===== src/rtl/sm3_expnd_core.sv =====
// sm3_expnd_core: SM3 message expansion. Padded words are collected in a
// 16-word staging buffer. Each full block is copied into a sliding window
// that produces one W_j / W'_j pair per cycle for rounds 0..63.
// Ports:
//   clk, rst_n          clock; asynchronous active-low reset
//   pad_d_i/vld/lst     padded word stream (no stall); lst marks the message's last word
//   pad_ena_o           staging buffer can accept another word
//   expnd_w_o/w1_o      W_j and W'_j for the current round
//   expnd_vld_o/rnd_o   round valid and round index j
//   expnd_sop_o/lst_o   round 0 of any block / round 63 of the final block
//   err_o               sticky protocol error (overflow or misplaced lst)
module sm3_expnd_core (
    input  logic        clk,
    input  logic        rst_n,
    input  logic [31:0] pad_d_i,
    input  logic        pad_vld_i,
    input  logic        pad_lst_i,
    output logic        pad_ena_o,
    output logic [31:0] expnd_w_o,
    output logic [31:0] expnd_w1_o,
    output logic        expnd_vld_o,
    output logic [5:0]  expnd_rnd_o,
    output logic        expnd_sop_o,
    output logic        expnd_lst_o,
    output logic        err_o
);
    typedef enum logic {IDLE, EXPAND} state_t;

    state_t      state_q, state_d;
    logic [31:0] stage_q [16];
    logic [31:0] stage_d [16];
    logic [31:0] win_q [16];
    logic [31:0] win_d [16];
    logic [4:0]  stage_cnt_q, stage_cnt_d;
    logic        stage_lst_q, stage_lst_d;
    logic        blk_lst_q, blk_lst_d;
    logic        err_q, err_d;
    logic [5:0]  rnd_q, rnd_d;
    logic        accept, xfer, last_rnd;
    logic [31:0] p1_in, new_w;

    always_comb begin
        accept   = pad_vld_i && stage_cnt_q != 5'd16;
        last_rnd = state_q == EXPAND && rnd_q == 6'd63;
        // A full stage moves into the window when idle or as the current block ends,
        // so consecutive blocks stream without a bubble.
        xfer     = stage_cnt_q == 5'd16 && (state_q == IDLE || last_rnd);
        p1_in    = win_q[0] ^ win_q[7] ^ {win_q[13][16:0], win_q[13][31:17]};
        new_w    = p1_in ^ {p1_in[16:0], p1_in[31:17]} ^ {p1_in[8:0], p1_in[31:9]}
                 ^ {win_q[3][24:0], win_q[3][31:25]} ^ win_q[10];
        stage_d = stage_q;
        if (accept)
            stage_d[stage_cnt_q[3:0]] = pad_d_i;
        stage_cnt_d = xfer ? 5'd0 : stage_cnt_q + 5'(accept);
        stage_lst_d = xfer ? 1'b0 : stage_lst_q | (accept & pad_lst_i);
        blk_lst_d   = xfer ? stage_lst_q : blk_lst_q;
        err_d       = err_q | (pad_vld_i & ~accept)
                    | (accept & pad_lst_i & (stage_cnt_q != 5'd15));
        state_d     = xfer ? EXPAND : last_rnd ? IDLE : state_q;
        rnd_d       = xfer ? 6'd0 : state_q == EXPAND ? rnd_q + 6'd1 : rnd_q;
        for (int i = 0; i < 15; i++)
            win_d[i] = xfer ? stage_q[i] : state_q == EXPAND ? win_q[i+1] : win_q[i];
        win_d[15] = xfer ? stage_q[15] : state_q == EXPAND ? new_w : win_q[15];
    end

    always_ff @(posedge clk or negedge rst_n) begin
        if (!rst_n) begin
            state_q     <= IDLE;
            stage_cnt_q <= '0;
            stage_lst_q <= 1'b0;
            blk_lst_q   <= 1'b0;
            err_q       <= 1'b0;
            rnd_q       <= '0;
            for (int i = 0; i < 16; i++) begin
                stage_q[i] <= '0;
                win_q[i]   <= '0;
            end
        end else begin
            state_q     <= state_d;
            stage_cnt_q <= stage_cnt_d;
            stage_lst_q <= stage_lst_d;
            blk_lst_q   <= blk_lst_d;
            err_q       <= err_d;
            rnd_q       <= rnd_d;
            stage_q     <= stage_d;
            win_q       <= win_d;
        end
    end

    assign pad_ena_o   = stage_cnt_q != 5'd16;
    assign expnd_w_o   = win_q[0];
    assign expnd_w1_o  = win_q[0] ^ win_q[4];
    assign expnd_vld_o = state_q == EXPAND;
    assign expnd_rnd_o = rnd_q;
    assign expnd_sop_o = expnd_vld_o && rnd_q == 6'd0;
    assign expnd_lst_o = expnd_vld_o && rnd_q == 6'd63 && blk_lst_q;
    assign err_o       = err_q;
endmodule


===== config.mk =====
export PLATFORM = sky130hd
export DESIGN_NAME = sm3_expnd_core
export DESIGN_NICKNAME = d
export VERILOG_FILES = /design/src/rtl/sm3_expnd_core.sv
export SDC_FILE = /design/constraint.sdc
export NUM_CORES = 2
export LEC_CHECK = 0
export ABC_AREA = 1
export BUFFER_PORTS_ARGS = -buffer_cell sky130_fd_sc_hd__buf_2
export CAP_MARGIN = 20
export CORE_UTILIZATION = 60
export DETAILED_ROUTE_END_ITERATION = 6
export PLACE_DENSITY = 0.84
export SYNTH_ARGS = -nofsm -noshare
export SYNTH_HDL_FRONTEND = slang
export SYNTH_SLANG_ARGS = --single-unit

===== constraint.sdc =====
create_clock -name clk -period 6.5 [get_ports clk]
set_clock_uncertainty 0.2 [all_clocks]
set_input_delay 1.3 -clock clk [delete_from_list [all_inputs] [get_ports clk]]
set_output_delay 1.3 -clock clk [all_outputs]
set_load 0.005 [all_outputs]

; Word level (Yosys, flattened, before mapping)
; Index checks and enable logic that the tools add are counted.
[totals]
mem_bits_rw = 0
output_inout_bits = 75
wordCells = 113
mem_bits_ro = 0
latchBits = 0
in_bits = 36
ff_bits = 1039
n_memories = 0
[op_classes]
n_lt_le_gt_ge = 2
n_addsub = 2
n_reduce_logical = 10
n_div = 0
n_shift = 0
muxes = 41
n_eq_ne = 4
mul = 0
bitwise = 16
[ops]
columns = operator, count
row1 = $mux W32, 33
row2 = $bwmux W512, 1
row3 = $xor A32 B32 Y32, 7
row4 = $demux W32 S4, 1
row5 = $mux W6, 2
row6 = $add A6 B1 Y6 const B, 1
row7 = $eq A6 B6 Y1 const B, 1
row8 = $logic_and A1 B1 Y1, 6
row9 = $logic_not A6 Y1, 1
row10 = $add A5 B1 Y5, 1
row11 = $eq A5 B5 Y1 const B, 1
row12 = $ge A5 B5 Y1 const B, 1
row13 = $lt A5 B1 Y1 const B, 1
row14 = $mux W5, 1
row15 = $ne A5 B4 Y1 const B, 1
row16 = $ne A5 B5 Y1 const B, 1
row17 = $not A4 Y5, 1
row18 = $reduce_bool A2 Y1, 2
row19 = $and A1 B1 Y1, 3
row20 = $mux W1, 3
row21 = $or A1 B1 Y1, 3
row22 = $not A1 Y1, 2
row23 = $logic_or A1 B1 Y1, 1

; Longest topological paths before layout
[depth]
word_depth = 8
depth_mapped = 12
mapped_depth_nobuf = 12

; Worst setup path after synthesis
; Ideal clock, no wire load.
[synth_timing]
kind = input to register
startpoint = input port pad_vld_i
endpoint = register stage_cnt_q[2]
setup_ps = 77
path_slack_ps = 4017
stages = 6
required_time_ps = 6223
arrival_ps = 2205
cell_sequence = nand2_4 inv_4 ha_1 ha_1 or2_2 a21oi_1
[synth_via]
elab_chain_len = 3
[synth_lines]
columns = item, line
row1 = from (decl), 16  ; input logic pad_vld_i,
row2 = $logic_and A1 B1 Y1, 43  ; accept = pad_vld_i && stage_cnt_q != 5'd16;
row3 = $add A5 B1 Y5, 54  ; stage_cnt_d = xfer ? 5'd0 : stage_cnt_q + 5'(accept);
row4 = $mux W5, 54
row5 = net stage_cnt_d[2], 34  ; logic [4:0] stage_cnt_q, stage_cnt_d;
row6 = to (signal assigned), 80  ; stage_cnt_q <= stage_cnt_d;
row7 = to (decl), 34
; The timed path passes the listed nets, and every way through them passes these cells.
; A chain may end at the register's enable or synchronous reset.

; Worst setup path in the final report
[layout_timing]
startpoint = register stage_cnt_q[1]
endpoint = register win_q[281] in the netlist's numbering
[layout_via]
elab_chain_len = 3
elab_cells_between_ends = 4
classes_between = eq/ne: 1 / mux: 1 / reduce/logical: 2
[layout_lines]
columns = item, line
row1 = $eq A5 B5 Y1 *, 47  ; xfer = stage_cnt_q == 5'd16 && (state_q == IDLE || last_rnd);
row2 = $logic_and A1 B1 Y1 *, 47
row3 = $mux W32 or $reduce_bool A2 Y1 (tied branches), --
row4 = to (signal assigned), 86  ; win_q <= win_d;
row5 = to (decl), 32  ; logic [31:0] win_q [16];
; Every way passes the cells marked *; elsewhere a longest branch is shown, timed or not.

==> impl_metrics.toml <==
[worst_hold_path]
hp-class = "reg -> reg"

[cts]
cts_setup_buffers = 0
cts_tree = "built"
cts.hold.buffers_added = 0
path_clk_slew_ps = 60
clockRootBuffer = "clkbuf_16"
cts-resized-gates = 0
cts_buffers = 100
cts_max_level = 3
insertion_delay_ps = 690
cts.sinks = 1039
cts.path.max_buffers = 3

[floorplan]
dieArea_mm2 = 0.0762
core_area_mm2 = 0.0743
io_pins = 111
std_cell_rows = 100
die_w_um = 276
start_util_pct = 60.6
die_h_um = 276

[sta]
max-slew-margin-rel_pct = 20.3
setup_tns_ps = 0
drv_slew = 0
setup_viol = 0
tightest_slew_ps = 1200
fmax_mhz = 222
finalCriticalPeriod_ps = 4510
layout_worst_path_cycle_share_pct = 69.4
worst_slack_ps = 1990
final-hold-violation-count = 0
grt_setup_unrepaired = "no"

[routing]
dr.first_iter.drc_count = 5180
routed_via_density = 6.20
vias = 37800
wl_met1_um = 51900
met3WireLength_um = 16400
wl_per_cell_um = 22.5
top_layer = "met5"
routed_wl_um = 137000
antenna_left = 0
wl_met2_um = 60400
firstDrtPassIters = 7
detail_route.drc_violations = 34

[synthesis]
yosysMostFrequentCell = "nand2_1"
synthSimpleGateAreaFrac_pct = 18.1
synthMuxAreaShare_pct = 0
ys_ff_latch = 1039
avgSynthCellArea_um2 = 8.81
synth_compound_area_share_pct = 14.3
async_reset_ff_share_pct = 100
yosys.area.top_type = "dfrtp_1"
synth_top_family_by_area = "simple AND/OR/NAND/NOR gates"
yosys.area_share.adder_pct = 0.111
synth_common_cells = "nand2_1, dfrtp_1, inv_1, o21ai_0, o221ai_1"
ys_seq_area_share_pct = 57.7
syn-num-nets = 5156
synth_ff_type = "dfrtp_1"
syn_area_mm2 = 0.0451
yosysWarningCount = 0
synth-edff-count = 0
netlist.area_leader.share_pct = 57.7
synth-xor-area-share_pct = 0.661
netlist_top_cells_area = "dfrtp_1, nand2_1, o221ai_1"
netlist_instances = 5116
ys_types = 31

[cells_and_area]
fin_nets = 5076
finish.utilization_pct = 66.2
stdcell_area_mm2 = 0.0492
nFillCells = 5501
syn_to_final_growth_pct = 9.24
drive_gt1_share_pct = 6.86

[placement]
io_buffers = 110
pre_cts_slack_ps = 2120
place_congestion = 0.919
dpl.hpwl_um = 83200
placed_cell_area_mm2 = 0.0457

[critical_path]
critical_path_buf_inv_count = 4
critPathRequiredTime_ps = 6860
cp-start-kind = "flop"
crit_type = "reg -> reg"
cp-end-kind = "flop"
worstPathCellList = "inv_1 -> nand2_1 -> nor2_2 -> nand2_4 -> inv_2 -> nand2_8 -> nand2_8 -> inv_8 -> buf_4 -> nand2_1 -> o221ai_1"
crit_fanout = 115
slowest_stage = "inv_8"
critPathTopFamily = "simple AND/OR/NAND/NOR gates"
cp.arrival_ps = 4870
max_stage_delay_ps = 870

[status]
status = "complete, but fails checks"
failed_checks = "DRC"

[grt]
grt_max_degree = 171
grt-ovfl-total = 0
grt_pass1_wl_um = 212000
grt_util_all_layers_pct = 36.1
antenna_found_initial = 13
grt_pass1_vias = 36400

[power]
power_w = 0.0279
ir_worst_vdd_v = 0.000511
p_leak_nw = 23.7
p_per_area_mw_per_mm2 = 568

[flow_run]
maxCapViolations = 0
-- state kept, by name (all words and copies together) (netlist names) --
| signal | cells |
|---|---|
| stage_q | 512 |
| win_q | 480 |
| expnd_w_o | 32 |
| expnd_rnd_o | 6 |
| stage_cnt_q | 5 |
| blk_lst_q | 1 |
| err_o | 1 |
| expnd_vld_o | 1 |
| stage_lst_q | 1 |
-- worst reg2reg max path, delay by kind of cell (launching register included) --
kind | cells | cell delay (ps)
AOI/OAI and AO/OA | 1 | 120
DFF | 1 | 400
buffers and inverters | 4 | 1750
and+or+nand+nor | 6 | 1910
-- metrics by stage --
step           instances  hold slack (ps)
6_report            6091              275
3_5_place_dp        5902              262
2_1_floorplan       5116              237
5_1_grt             6088              293
3_3_place_gp        5902              256
4_1_cts             6081              272
-- path summary, 6_finish.rpt --
path | cells after the start | startpoint | slack (ps) | endpoint
max | 11 | stage_cnt_q[1]$_DFF_PN0_ | 1990 | win_q[281]$_DFFE_PN0P_
min | 2 | stage_q[414]$_DFFE_PN0P_ | 270 | win_q[414]$_DFFE_PN0P_
max reg2reg | 11 | stage_cnt_q[1]$_DFF_PN0_ | 1990 | win_q[281]$_DFFE_PN0P_
min reg2reg | 2 | stage_q[414]$_DFFE_PN0P_ | 270 | win_q[414]$_DFFE_PN0P_
max in group asynchronous | 2 | rst_n | 4230 | win_q[90]$_DFFE_PN0P_
min in group asynchronous | 1 | rst_n | 450 | win_q[228]$_DFFE_PN0P_
-- layout by cell type (no fill, tap or decap), types with 2 or more instances in the layout --
master     synthesis  routed
o21ai_0          422     422
nand2_8            0       3
inv_6              0       5
clkbuf_8           0      33
nand2_2            5       7
inv_8              0       2
o221ai_1         288     288
ha_1               4       4
o21ai_1           95      95
nand2_4            3       2
or2_2             10      10
xor2_1            34      34
inv_1            666     665
nand2_1         1691    1687
clkbuf_16          0     103
bufinv_16          0       7
o211ai_1         151     151
buf_4             40      30
clkbuf_1         129      20
diode_2            0       9
nand3_1          270     270
nor2_1            45      45
clkinv_2           0      10
inv_2              4       2
buf_2            141     109
buf_12             0       9
nor3_1             2       2
dfrtp_1         1039    1039
a21oi_1           36      36
nor2_4             7      11
-- final cells by class --
type	instances	area, um2	share of cell area, %
diodes	9	22.5	0.0458
flip-flops and latches	1039	26000	52.8
well taps	969	1210	2.46
clock buffers	156	3110	6.31
multi-input cells	3074	15000	30.5
inverters	671	2540	5.16
repair buffers	150	993	2.02
clock inverters	23	323	0.656
-- where the power goes --
part | switching (W) | internal, W
Sequential | 0.00179 | 0.00948
Clock | 0.00253 | 0.00355
Combinational | 0.00736 | 0.00323
Total | 0.0117 | 0.0163
-- cell families (layout without fill, tap and decap cells) --
| logic type | after synthesis | after routing |
|---|---|---|
| and+or+nand+nor | 2042 | 2042 |
| other | 0 | 9 |
| buffers and inverters | 1003 | 1000 |
| xor gates and xnor gates | 34 | 34 |
| DFF | 1039 | 1039 |
| AOI/OAI and AO/OA | 994 | 994 |
| adders and majority gates | 4 | 4 |
-- layer usage --
layer / global-route usage (%) / vias up
li1: - / 16400
met4: 21.3 / 4
met1: 48.8 / 18500
met2: 52.6 / 2330
met5: 0 / -
met3: 9.90 / 473
Power figures use the tool's default switching activity.
